**src/rtl/barrel_shift_pipe.sv**
```systemverilog
`timescale 1ns/1ps
// barrel_shift_pipe
// Pipelined left/right barrel shifter with logical, arithmetic and rotate modes,
// wrapped in a valid/ready stream interface.
//
// The shift is split into num_levels = clog2(width) mux levels. Level j moves the
// word by 2^j when shift[j] is set. Each pipeline stage applies levelsPerStage
// levels and registers the result, giving num_stages = ceil(num_levels/levelsPerStage)
// cycles of latency. All stages advance together; bubbles are not collapsed.
//
// Ports:
//   clk, rst          clock, asynchronous active-high reset
//   iBits, shift,     input word, shift amount, direction (0 = left, 1 = right),
//   dir, mode         mode (0 logical, 1 arithmetic, 2 rotate, 3 as logical)
//   iValid / iReady   input handshake (iReady is combinational from oReady)
//   oBits / oValid    registered result and its valid flag
//   oReady            consumer accepts the result
//   inFlight          number of valid items currently held in the pipeline
module barrel_shift_pipe #(
  parameter int width          = 8,
  parameter int levelsPerStage = 1,
  localparam int num_levels    = $clog2(width),
  localparam int num_stages    = (num_levels + levelsPerStage - 1) / levelsPerStage,
  localparam int count_w       = $clog2(num_stages + 1) + 1
) (
  input  logic                  clk,
  input  logic                  rst,
  input  logic [width-1:0]      iBits,
  input  logic [num_levels-1:0] shift,
  input  logic                  dir,
  input  logic [1:0]            mode,
  input  logic                  iValid,
  output logic                  iReady,
  output logic [width-1:0]      oBits,
  output logic                  oValid,
  input  logic                  oReady,
  output logic [count_w-1:0]    inFlight
);

  // The last stage's control fields are never needed, so control registers exist
  // only between stages. Keep at least one entry so the arrays stay legal.
  localparam int ctl_n = (num_stages > 1) ? num_stages - 1 : 1;

  // Applies mux levels lo..hi-1 of the shift to x.
  function automatic logic [width-1:0] apply_levels(
    input logic [width-1:0]      x,
    input logic [num_levels-1:0] amt,
    input logic                  right,
    input logic [1:0]            md,
    input int                    lo,
    input int                    hi
  );
    logic [width-1:0] y;
    y = x;
    for (int j = 0; j < num_levels; j++) begin
      if (j >= lo && j < hi && amt[j]) begin
        case (md)
          2'd2: y = right ? ((y >> (1 << j)) | (y << (width - (1 << j))))
                          : ((y << (1 << j)) | (y >> (width - (1 << j))));
          // Right arithmetic: the MSB is still the original sign bit because
          // every earlier level preserved it.
          2'd1: y = right ? ((y >> (1 << j)) | (y[width-1] ? ~({width{1'b1}} >> (1 << j)) : '0))
                          : (y << (1 << j));
          default: y = right ? (y >> (1 << j)) : (y << (1 << j));
        endcase
      end
    end
    return y;
  endfunction

  // Per-stage inputs (stage 0 from the ports, others from the previous stage).
  logic [width-1:0]      src_data  [num_stages];
  logic [num_levels-1:0] src_shift [num_stages];
  logic                  src_dir   [num_stages];
  logic [1:0]            src_mode  [num_stages];
  logic                  src_valid [num_stages];
  logic [width-1:0]      stage_next[num_stages];

  // Pipeline registers.
  logic [width-1:0]      data_reg  [num_stages];
  logic                  valid_reg [num_stages];
  logic [num_levels-1:0] shift_reg [ctl_n];
  logic                  dir_reg   [ctl_n];
  logic [1:0]            mode_reg  [ctl_n];
  logic [count_w-1:0]    in_flight_reg;

  logic adv;
  logic accept;
  logic leave;

  assign oValid   = valid_reg[num_stages-1];
  assign oBits    = data_reg[num_stages-1];
  assign inFlight = in_flight_reg;
  // The whole pipeline stalls only when the output is full and not taken.
  assign adv      = !(oValid && !oReady);
  assign iReady   = adv;
  assign accept   = iValid && adv;
  assign leave    = oValid && oReady;

  for (genvar gi = 0; gi < num_stages; gi++) begin : g_stage
    localparam int lo = gi * levelsPerStage;
    localparam int hi = (lo + levelsPerStage > num_levels) ? num_levels : lo + levelsPerStage;

    if (gi == 0) begin : g_first
      assign src_data[gi]  = iBits;
      assign src_shift[gi] = shift;
      assign src_dir[gi]   = dir;
      assign src_mode[gi]  = mode;
      assign src_valid[gi] = iValid;
    end else begin : g_next
      assign src_data[gi]  = data_reg[gi-1];
      assign src_shift[gi] = shift_reg[gi-1];
      assign src_dir[gi]   = dir_reg[gi-1];
      assign src_mode[gi]  = mode_reg[gi-1];
      assign src_valid[gi] = valid_reg[gi-1];
    end

    assign stage_next[gi] = apply_levels(src_data[gi], src_shift[gi], src_dir[gi],
                                         src_mode[gi], lo, hi);
  end

  always_ff @(posedge clk or posedge rst) begin
    if (rst) begin
      for (int k = 0; k < num_stages; k++) begin
        valid_reg[k] <= 1'b0;
        data_reg[k]  <= '0;
      end
      for (int k = 0; k < ctl_n; k++) begin
        shift_reg[k] <= '0;
        dir_reg[k]   <= 1'b0;
        mode_reg[k]  <= 2'd0;
      end
      in_flight_reg <= '0;
    end else begin
      if (adv) begin
        for (int k = 0; k < num_stages; k++) begin
          valid_reg[k] <= src_valid[k];
          data_reg[k]  <= stage_next[k];
        end
        for (int k = 0; k < num_stages - 1; k++) begin
          shift_reg[k] <= src_shift[k];
          dir_reg[k]   <= src_dir[k];
          mode_reg[k]  <= src_mode[k];
        end
      end
      case ({accept, leave})
        2'b10:   in_flight_reg <= in_flight_reg + 1'b1;
        2'b01:   in_flight_reg <= in_flight_reg - 1'b1;
        default: in_flight_reg <= in_flight_reg;
      endcase
    end
  end

endmodule

```
**config.mk**
```make
export PLATFORM = sky130hd
export DESIGN_NAME = barrel_shift_pipe
export DESIGN_NICKNAME = d
export VERILOG_FILES = /design/src/rtl/barrel_shift_pipe.sv
export SDC_FILE = /design/constraint.sdc
export NUM_CORES = 1
export LEC_CHECK = 0
export BUFFER_PORTS_ARGS = -buffer_cell sky130_fd_sc_hd__buf_2
export CAP_MARGIN = 20
export CORE_UTILIZATION = 60
export CTS_BUF_LIST = sky130_fd_sc_hd__clkbuf_4 sky130_fd_sc_hd__clkbuf_8
export DETAILED_ROUTE_END_ITERATION = 10
export GPL_TIMING_DRIVEN = 0
export PLACE_DENSITY = 0.83
export SLEW_MARGIN = 20
export SYNTH_ARGS = -nofsm -noshare
export SYNTH_HDL_FRONTEND = slang
export SYNTH_SLANG_ARGS = --single-unit
```
**constraint.sdc**
```tcl
create_clock -name clk -period 5 [get_ports clk]
set_input_delay 0.75 -clock clk [delete_from_list [all_inputs] [get_ports clk]]
set_output_delay 0.75 -clock clk [all_outputs]
set_load 0.05 [all_outputs]
```
### After elaboration in Yosys (flattened, before gate mapping)

Cells that the tools add are included.

| word-level totals | value |
|---|---|
| output and inout bits | 13 |
| latch bits | 0 |
| bits in read-only memories | 0 |
| bits of input ports | 18 |
| bits in registers | 42 |
| RAM bits | 0 |
| memories | 0 |
| logic and storage cells | 55 |

| cells by class | value |
|---|---|
| $lt $le $gt $ge | 0 |
| shift operators | 0 |
| div/mod/pow operators | 0 |
| multiply operators | 0 |
| bitwise gates (word level) | 8 |
| reduce and logical (&&, ||, !) cells | 6 |
| $add $sub $neg | 2 |
| mux-type cells | 18 |
| eq/ne operators | 8 |

Operator list:

| operator | number |
|---|---|
| 2-to-1 mux 8 bit | 14 |
| case mux 8 bit (2 select lines) | 3 |
| OR 6 x 8 -> 8 bit | 2 |
| OR 7 x 8 -> 8 bit | 2 |
| equality test 2 x 1 -> 1 bit, second input constant | 4 |
| equality test 2 bit, second input constant | 4 |
| OR 4 x 8 -> 8 bit | 1 |
| OR 8 x 1 -> 8 bit | 1 |
| OR 8 x 2 -> 8 bit | 1 |
| OR 8 x 4 -> 8 bit | 1 |
| case mux 3 bit (2 select lines) | 1 |
| adder 3 x 1 -> 3 bit, second input constant | 1 |
| logical AND 1 bit | 3 |
| subtractor 3 x 1 -> 3 bit, second input constant | 1 |
| zero test 1 bit | 2 |
| nonzero test 2 bit | 1 |

### Depth between registers and ports, before layout

| depth | value |
|---|---|
| depth in word-level cells | 6 |
| depth in mapped cells | 10 |
| depth with buffers taken out | 9 |

### Worst setup path after synthesis

No wires, ideal clock.

| timing | value |
|---|---|
| path kind | in2out |
| from | input port oReady |
| to | output port iReady |
| slack | 2.769 ns |
| required time | 4.250 ns |
| stages on the path | 3 |
| data arrival time | 1.481 ns |
| path buffers | 1 |
| cells stage by stage | nor2b_4 inv_2 clkbuf_1 |

| between the ends | value |
|---|---|
| cells in the longest elaborated chain, start to end | 3 |

RTL lines:

| what | RTL line | RTL |
|---|---|---|
| start, declared | 36 | `input logic oReady,` |
| zero test 1 bit | 95 | `assign adv = !(oValid && !oReady);` |
| logical AND 1 bit | 95 |  |
| zero test 1 bit | 95 |  |
| end, declared | 33 | `output logic iReady,` |

No other way between the ends.

### Worst setup path after layout

Ends and elaborated chain as after synthesis.

==> results_dict.tcl <==
set metrics [dict create \
    port_buffers 30 \
    post-cts-setup-buffer-count 0 \
    comb_power_share_pct 48.5 \
    r2r_end "inFlight[2]" \
    fin_tns_setup_ns 0 \
    leakagePower_nw 1.324 \
    synthesis.instances 238 \
    hold_viol 0 \
    areaGrowthSynthToFinish_pct 14.92 \
    die_area_um2 4067 \
    pwr-share-seq_pct 35.9 \
    cp_max_fo 10 \
    synth_warnings 0 \
    arrival_ns 1.78 \
    synth.avg_cell_area_um2 9.621 \
    routed_via_density 5.640 \
    clock_path_buffers 2 \
    io_pins 31 \
    syn-num-nets 264 \
    cts_tree "done" \
    cts-resized-gates 0 \
    critPathTopFamily "buffers and inverters" \
    rr_worst_depth 10 \
    first_global_vias 1861 \
    gp_congestion 0.8508 \
    cap_viol_max_count 0 \
    critPathSlowestCell "clkbuf_1" \
    root_buffer "clkbuf_8" \
    antenna_left 0 \
    cts_max_level 2 \
    power_switching_share_pct 43.63 \
    gr-total-overflow 0 \
    crit_buf_inv 4 \
    final_nets 302 \
    cp_cell_sequence "buf_2 -> nor2b_4 -> inv_2 -> clkbuf_1 -> buf_2" \
    grt_pass1_wl_mm 8.362 \
    final.min_clock_period_ns 2.530 \
    cts_hold_buf 0 \
    total_power_mw 1.541 \
    fillCellCount 303 \
    start_util_pct 62.54 \
    setup_violations 0 \
    max_stage_delay_ns 0.40 \
    slew_viol_final 0 \
    synth_ff_type "dfrtp_1" \
    die_h_um 63.78 \
    antenna_cells 0 \
    detail_route.wirelength_mm 4.863 \
    power_frac_clock_pct 15.6 \
    final_common_cell "dfrtp_1" \
    fp-row-count 22 \
    seq_area_um2 975.9 \
    largest_reg_flops 16 \
    multiInputGateArea_um2 1117 \
    finalCritPeriodShare_pct 50.60 \
    cts_buffers 5 \
    antenna_found_initial 0 \
    firstDrtPassIters 4 \
    whs_ns 0.4477 \
    worstMarginPinSlew_ns 0.4631 \
    p_int_uw 868.6 \
    end_kind "output pin" \
    drt_iter0_drc 86 \
    critPathRequiredTime_ns 4.25 \
    relSlewSlack_pct 69.13 \
    crit_path_frequent_cell "buf_2" \
    status "finished, final reports clean" \
    mostFrequentLayoutCells "dfrtp_1 (39), buf_2 (34), nand2_1 (27), nor2_1 (18), mux2i_1 (17)" \
    grt_max_degree 22 \
    clk_pin_slew_ns 0.07 \
    synth-async-reset-ratio_pct 100.0 \
    synth.distinct_cells 37 \
    drcViolationCount 0 \
    clock-skew-final_ns 0.002326 \
    power.switching_uw 672.1 \
    worst-setup-path-type "in -> out" \
    cts.sink_count 39 \
    min_path_type "in -> async" \
    max_freq_mhz 395.2 \
    clk_latency_ns 0.29 \
    synth-seq-cells 39 \
    wl_per_cell_um 14.96 \
    ir_drop_uv 359.2 \
    r2r-start "oValid" \
    dpl.hpwl_mm 3.520 \
    core_um2 3661 \
    grtUsageTotal_pct 27.02 \
    synth-edff-count 0 \
    vias 1833 \
    cp-start-kind "input port" \
    syn-cell-area_um2 2290 \
    power_density_nw_per_um2 585.5 \
    die_w_um 63.78 \
    seq_area_frac_synth_pct 42.62 \
    r2r_setup_slack_ns 2.94 \
    drive_gt1_share_pct 26.71 \
    rsz0062_at_grt "no" \
]
[cell type report]
class	count	area share, %
multi-input combinational	166	42.46
sequential	39	37.09
timing repair buffer	31	6.752
buffer	21	5.754
clock buffer	8	3.947
tap	48	2.282
inverter	12	1.712
[per-stage QoR]
step | util [%] | area [um^2] | setup slack, ns | instances
after global routing | 71.87 | 2631 | 2.396 | 325
after detailed placement | 69.04 | 2527 | 2.469 | 317
after floorplan | - | 2290 | 2.769 | 238
final | 71.87 | 2631 | 2.470 | 325
after global placement | 68.28 | 2500 | 2.515 | 316
after CTS | 71.87 | 2631 | 2.483 | 325
[power by group through the flow]
| stage | combinational, mW | sequential, mW | clock, mW |
|---|---|---|---|
| floorplan | 0.554 | 0.574 | 0 |
| global placement | 0.718 | 0.548 | 0 |
| detailed placement | 0.744 | 0.556 | 0 |
| CTS | 0.749 | 0.551 | 0.240 |
| global route | 0.815 | 0.569 | 0.254 |
| finish | 0.747 | 0.553 | 0.241 |
[how the worst max path moves through the flow]
stage,startpoint,endpoint,slack [ns],cells after the start
after floorplan,oReady,iReady,2.77,3
after CTS,oReady,iReady,2.48,5
after global routing,oReady,iReady,2.40,5
final,oReady,iReady,2.47,5
after global placement,oReady,iReady,2.52,5
after detailed placement,oReady,inFlight[2],2.47,11
[per-layer routing]
| layer | routed length, um | track usage [%] | up-vias |
|---|---|---|---|
| met5 | 0 | 0 | - |
| met4 | 53 | 9.375 | 0 |
| met3 | 148 | 6.071 | 6 |
| met2 | 2490 | 47.87 | 37 |
| met1 | 2172 | 31.96 | 893 |
| li1 | - | - | 897 |
[synthesized netlist by cell type, types with 3 or more instances]
| cell | instances | area (um^2) |
|---|---|---|
| nand2_1 | 27 | 101.4 |
| o21ai_0 | 12 | 60.06 |
| buf_4 | 9 | 67.56 |
| dfrtp_1 | 39 | 975.9 |
| buf_2 | 4 | 20.02 |
| a211oi_1 | 12 | 90.09 |
| buf_6 | 4 | 45.04 |
| nand2b_1 | 7 | 43.79 |
| a31oi_1 | 8 | 50.05 |
| clkbuf_1 | 3 | 11.26 |
| a21oi_1 | 10 | 50.05 |
| or2_2 | 7 | 43.79 |
| o211ai_1 | 6 | 45.04 |
| nor2_1 | 18 | 67.56 |
| a21o_1 | 10 | 75.07 |
| ha_1 | 7 | 87.58 |
| mux2i_1 | 17 | 170.2 |
| inv_1 | 11 | 41.29 |
[cells by family after synthesis]
family	count (synthesis)	share of synthesized area [%]
AOI/OAI and AO/OA	65	18.91
xor gates and xnor gates	3	1.148
adders and majority gates	8	4.699
buffers and inverters	33	8.579
DFF	39	42.62
muxes	19	8.415
and+or+nand+nor	71	15.63
Note: power is estimated with default switching activity, not from simulation.
